--- src/rtl/fifo_wr_arbiter_if.sv ---
// rtl/fifo_wr_arbiter_if.sv - requester and FIFO write-port signals of the write arbiter
interface fifo_wr_arbiter_if #(
  parameter int DATA_WIDTH = 8,
  parameter int NUM_REQ    = 4,
  parameter int CNT_WIDTH  = 16
);
  logic [NUM_REQ-1:0]            req;
  logic [NUM_REQ*DATA_WIDTH-1:0] req_data;
  logic [NUM_REQ-1:0]            gnt;
  logic [NUM_REQ-1:0]            ack;
  logic                          wfull;
  logic                          winc;
  logic [DATA_WIDTH-1:0]         wdata;
  logic [CNT_WIDTH-1:0]          wr_count;

  modport master (
    output req, req_data, wfull,
    input  gnt, ack, winc, wdata, wr_count
  );

  modport slave (
    input  req, req_data, wfull,
    output gnt, ack, winc, wdata, wr_count
  );
endinterface

--- src/rtl/fifo_wr_arbiter.sv ---
// rtl/fifo_wr_arbiter.sv - round-robin burst arbiter for the async FIFO write port
// Grants up to BURST_LEN words per owner, then rotates; never writes while wfull.
module fifo_wr_arbiter #(
  parameter int DATA_WIDTH = 8,
  parameter int NUM_REQ    = 4,
  parameter int BURST_LEN  = 4,
  parameter int CNT_WIDTH  = 16
) (
  input logic               wclk,
  input logic               wrst_n,
  fifo_wr_arbiter_if.slave  bus
);
  localparam int IDX_W = $clog2(NUM_REQ);
  localparam int CW    = $clog2(BURST_LEN + 1);

  typedef enum logic {IDLE, BURST} state_t;

  state_t                 state;
  logic [IDX_W-1:0]       owner;
  logic [IDX_W-1:0]       last;
  logic [CW-1:0]          burst_cnt;
  logic [NUM_REQ-1:0]     gnt;
  logic [CNT_WIDTH-1:0]   wr_count;

  logic [IDX_W-1:0]       pick;
  logic [IDX_W-1:0]       cand;
  logic                   found;
  logic                   write;
  logic [DATA_WIDTH-1:0]  words [NUM_REQ];

  // Search starts just after the previous owner so every requester gets a turn.
  always_comb begin
    pick  = '0;
    cand  = '0;
    found = 1'b0;
    for (int k = 1; k <= NUM_REQ; k++) begin
      cand = IDX_W'((int'(last) + k) % NUM_REQ);
      if (!found && bus.req[cand]) begin
        found = 1'b1;
        pick  = cand;
      end
    end
  end

  always_comb begin
    for (int i = 0; i < NUM_REQ; i++) begin
      words[i] = bus.req_data[i*DATA_WIDTH +: DATA_WIDTH];
    end
  end

  assign write        = (state == BURST) && bus.req[owner] && !bus.wfull;
  assign bus.winc     = write;
  assign bus.wdata    = (state == BURST) ? words[owner] : '0;
  assign bus.ack      = write ? (NUM_REQ'(1) << owner) : '0;
  assign bus.gnt      = gnt;
  assign bus.wr_count = wr_count;

  always_ff @(posedge wclk or negedge wrst_n) begin
    if (!wrst_n) begin
      state     <= IDLE;
      owner     <= '0;
      last      <= IDX_W'(NUM_REQ - 1);
      burst_cnt <= '0;
      gnt       <= '0;
      wr_count  <= '0;
    end else begin
      case (state)
        IDLE: begin
          if (found) begin
            owner     <= pick;
            gnt       <= NUM_REQ'(1) << pick;
            burst_cnt <= '0;
            state     <= BURST;
          end
        end
        BURST: begin
          if (write) begin
            wr_count  <= wr_count + CNT_WIDTH'(1);
            burst_cnt <= burst_cnt + CW'(1);
            if (burst_cnt == CW'(BURST_LEN - 1)) begin
              state <= IDLE;
              gnt   <= '0;
              last  <= owner;
            end
          end else if (!bus.req[owner]) begin
            // Requester withdrew; a full FIFO alone only stalls the burst.
            state <= IDLE;
            gnt   <= '0;
            last  <= owner;
          end
        end
        default: state <= IDLE;
      endcase
    end
  end

  no_write_when_full: assert property (@(posedge wclk) disable iff (!wrst_n)
    !(bus.winc && bus.wfull));
endmodule
--- src/flat_wrapper.sv ---
// flat-port wrapper written by rule: the top's interface ports become plain ports
module fifo_wr_arbiter_flat 
#(
  parameter int DATA_WIDTH = 8,
  parameter int NUM_REQ    = 4,
  parameter int BURST_LEN  = 4,
  parameter int CNT_WIDTH  = 16
)
  (wclk, wrst_n, bus_req, bus_req_data, bus_wfull, bus_gnt, bus_ack, bus_winc, bus_wdata, bus_wr_count);
  fifo_wr_arbiter_if #(.DATA_WIDTH(DATA_WIDTH), .NUM_REQ(NUM_REQ), .CNT_WIDTH(CNT_WIDTH)) bus_i ();
  input logic wclk;
  input logic wrst_n;
  input wire logic [$bits(bus_i.req)-1:0] bus_req;
  input wire logic [$bits(bus_i.req_data)-1:0] bus_req_data;
  input wire logic [$bits(bus_i.wfull)-1:0] bus_wfull;
  output wire logic [$bits(bus_i.gnt)-1:0] bus_gnt;
  output wire logic [$bits(bus_i.ack)-1:0] bus_ack;
  output wire logic [$bits(bus_i.winc)-1:0] bus_winc;
  output wire logic [$bits(bus_i.wdata)-1:0] bus_wdata;
  output wire logic [$bits(bus_i.wr_count)-1:0] bus_wr_count;
  assign bus_i.req = bus_req;
  assign bus_i.req_data = bus_req_data;
  assign bus_i.wfull = bus_wfull;
  assign bus_gnt = bus_i.gnt;
  assign bus_ack = bus_i.ack;
  assign bus_winc = bus_i.winc;
  assign bus_wdata = bus_i.wdata;
  assign bus_wr_count = bus_i.wr_count;
  fifo_wr_arbiter #(.DATA_WIDTH(DATA_WIDTH), .NUM_REQ(NUM_REQ), .BURST_LEN(BURST_LEN), .CNT_WIDTH(CNT_WIDTH)) u_core (.wclk(wclk), .wrst_n(wrst_n), .bus(bus_i));
endmodule
--- config.mk ---
export PLATFORM = sky130hd
export DESIGN_NAME = fifo_wr_arbiter_flat
export DESIGN_NICKNAME = d
export VERILOG_FILES = /design/src/rtl/fifo_wr_arbiter_if.sv /design/src/rtl/fifo_wr_arbiter.sv /design/src/flat_wrapper.sv
export SDC_FILE = /design/constraint.sdc
export NUM_CORES = 1
export LEC_CHECK = 0
export BUFFER_PORTS_ARGS = -buffer_cell sky130_fd_sc_hd__clkbuf_2
export CORE_MARGIN = 2
export CORE_UTILIZATION = 40
export CTS_CLUSTER_DIAMETER = 120
export DETAILED_ROUTE_END_ITERATION = 12
export HOLD_SLACK_MARGIN = 0.15
export PLACE_DENSITY = 0.69
export RECOVER_POWER = 100
export SYNTH_ARGS = -nofsm -noshare
export SYNTH_HDL_FRONTEND = slang
export SYNTH_SLANG_ARGS = --single-unit
--- constraint.sdc ---
create_clock -name wclk -period 3.81 [get_ports wclk]
set_clock_uncertainty 0.1 [all_clocks]
set_input_delay 0.381 -clock wclk [delete_from_list [all_inputs] [get_ports wclk]]
set_output_delay 0.381 -clock wclk [all_outputs]
set_load 0.1 [all_outputs]
==> summary.txt <==
Clock tree
  – CTS buffer count: 3
  – Clock latency on the worst-skew pair: 270 ps
  – Clk slew on worst S/H paths: around 90 ps
  – Setup bufs post-CTS: 0
  – CTS H-tree depth: 1
  – CTS tree: done
  – Root Buffer: clkbuf_8
  – Number of cells upsized or downsized after cts: 0
  – CTS sink cnt: 28
  – Bufs on Longest Clock Path: 2

Worst hold path
  – Min-delay worst type: flop to flop

Synth
  – Syn Area/Cell: about 11 µm²
  – Top FF cell, synth: dfrtp_1
  – Post-Syn Instances: 146
  – Synth Cell Area: 0.001665 mm²
  – Ys async rst share: 100.0%
  – Top post-synthesis cells by area: dfrtp_1 (39%), mux4_2 (12%), xor2_1 (5.8%)
  – Post-synth top area share: 39.07%
  – Top cell type by total area after synthesis: dfrtp_1
  – Yosys warns: 0
  – Yosys reg bits: 28
  – Post-synth cell types: 40
  – Sequential cell area fraction in the yosys report: between 40% and 50%
  – Post-synth EDFFs: 0
  – Total nets after synthesis: 188

Setup path
  – CP bufs+invs: 2
  – Kind of critical path: flop to primary output
  – Critical Path RT: between 3000 and 4000 ps
  – Critical path's slowest cell: clkbuf_1
  – CP Cell Sequence: nand3b_1 > a2bb2oi_4 > inv_1 > clkbuf_1
  – Crit end category: primary output
  – Critical Path AT: 2660 ps
  – Cell family with most CP delay: buffers and inverters
  – Crit-path max FO: 19
  – Critical Path Source Type: flop
  – Crit-path max cell delay: roughly 880 ps

Finish
  – Core Util, Final: between 50% and 60%
  – Most common cell after layout, fill and taps aside: clkbuf_2
  – Fill cells: 381
  – Nets: between 200 and 300
  – Sequential cell area: about 700 µm²
  – Commonest non-fill, non-tap cells in the layout: clkbuf_2 (37), clkbuf_1 (34), dfrtp_1 (26), nand2_1 (12), xor2_1 (11)
  – # diodes: 0
  – Share of post-route cells with drive strength above 1: between 20% and 30%
  – Multi-input logic area: slightly above 900 µm²
  – Layout overhead on the synthesized area: 24.79%

Timing
  – Worst hold slack: between 300 and 400 ps
  – Fin crit period: between 3000 and 4000 ps
  – Relative slew margins: under 10%
  – Final hold vios: 0
  – Final period util: 82.48%
  – Setup ws final: 667.5 ps
  – FMAX: roughly 320 MHz
  – Worst Tran Pin Value: 1444 ps
  – Final setup fails: 0
  – Unrepaired setup endpoints after global routing: false
  – Final Slew Violations: 0
  – Final setup TNS: 0 ps

Status
  – Status: finished, final reports clean

Routing
  – DRT antenna net count: 0
  – TritonRoute pass-1 iters: 4
  – Total number of vias: 1387
  – Via-per-instance ratio: around 5.2
  – DRT iter0 DRCs: 48
  – DRC Markers: 0
  – WL/cell: 13.52 µm
  – Routed WL: between 3000 and 4000 µm

Global route
  – Vias in the first global route: approximately 1400
  – Antenna violations before repair: 0
  – Largest net degree at the start of global routing: 29
  – GRT Residual Overflow: 0
  – Total GRT Usage: roughly 17%
  – First-pass GRT wire length: just under 6000 µm

Placed design
  – PortBufs: roughly 70
  – Place WS: about 1200 ps
  – GPL Wtd Cong: 0.7616
  – Final HPWL DP: 2824 µm

Run
  – Max cap viols: 0

Floorplanning
  – DIE WIDTH: around 70 µm
  – Initial cell density of the core: 41.63%
  – Die span in y: 68.53 µm
  – I/O pin cnt: 72
  – Core footprint: roughly 0.0040 mm²
  – Row cnt: 23
  – Die Area: 0.004696 mm²
-- kinds of logic after synthesis --
group	synth area share [%]
fa+ha+maj	2.254
buf+inv	2.554
mux	16.08
simple gates	21.86
compound gates	7.138
xor+xnor	7.888
flops	42.22
-- area by class of cell --
type | instances | share of cell area, %
Clock buffer | 3 | 1.987
Clock inverter | 1 | 1.445
Inverter | 3 | 0.5418
Multi-Input combinational cell | 109 | 43.65
Sequential cell | 28 | 33.84
Tap cell | 50 | 3.010
Timing Repair Buffer | 72 | 15.53
-- synthesized netlist by cell type (all sizes together), types with 4 or more instances --
library cell  count
and2             10
dfrtp            26
mux2              4
mux4              9
nand2            12
nand2b            4
nand3             8
nor2              7
nor3              4
nor3b             5
xnor2             4
xor2             11
-- worst reg2reg max path, stage by stage (launching register included) --
cell and delay [ps]:
dfrtp_1 770, mux4_2 610, a21bo_1 240, and2_0 210, a2bb2o_1 290
-- worst paths after layout --
| check | startpoint | to | slack, ps | depth (start not counted) |
|---|---|---|---|---|
| min reg2reg | u_core.bus.wr_count[15] | u_core.bus.wr_count[15] | 370 | 1 |
| min | u_core.bus.wr_count[15] | u_core.bus.wr_count[15] | 370 | 1 |
| max reg2reg | u_core.owner[0] | u_core.bus.gnt[2] | 1470 | 4 |
| min in group asynchronous | wrst_n | u_core.bus.gnt[0] | 870 | 2 |
| max in group asynchronous | wrst_n | u_core.state | 1900 | 2 |
| max | u_core.owner[0] | bus_winc | 670 | 4 |
-- flip-flops by register name (all words and copies together) (netlist names) --
signal,flops
u_core.state,1
u_core.bus.gnt,4
u_core.last,2
u_core.burst_cnt,3
u_core.bus.wr_count,16
u_core.owner,2
-- stage by stage --
step	area, µm²	instances
floorplan	1665	146
global placement	2052	261
detailed placement	2052	261
CTS	2133	266
global route	2078	266
finish	2078	266
-- metal layers --
| layer | track usage [%] | share of wire [%] |
|---|---|---|
| met2 | 29.45 | 51 |
| met3 | 2.435 | 6.9 |
| met1 | 20.68 | 42 |
| met5 | 0 | 0 |
| met4 | 5.000 | 0.75 |
-- repair_timing --
item,CTS,global route
setup endpoints to repair,0,0
endpoints found under the hold margin,26,0
hold buffers,1,0
Power is not shown: default switching activity piles up to over one toggle a cycle in this logic, so the estimate is an artifact.
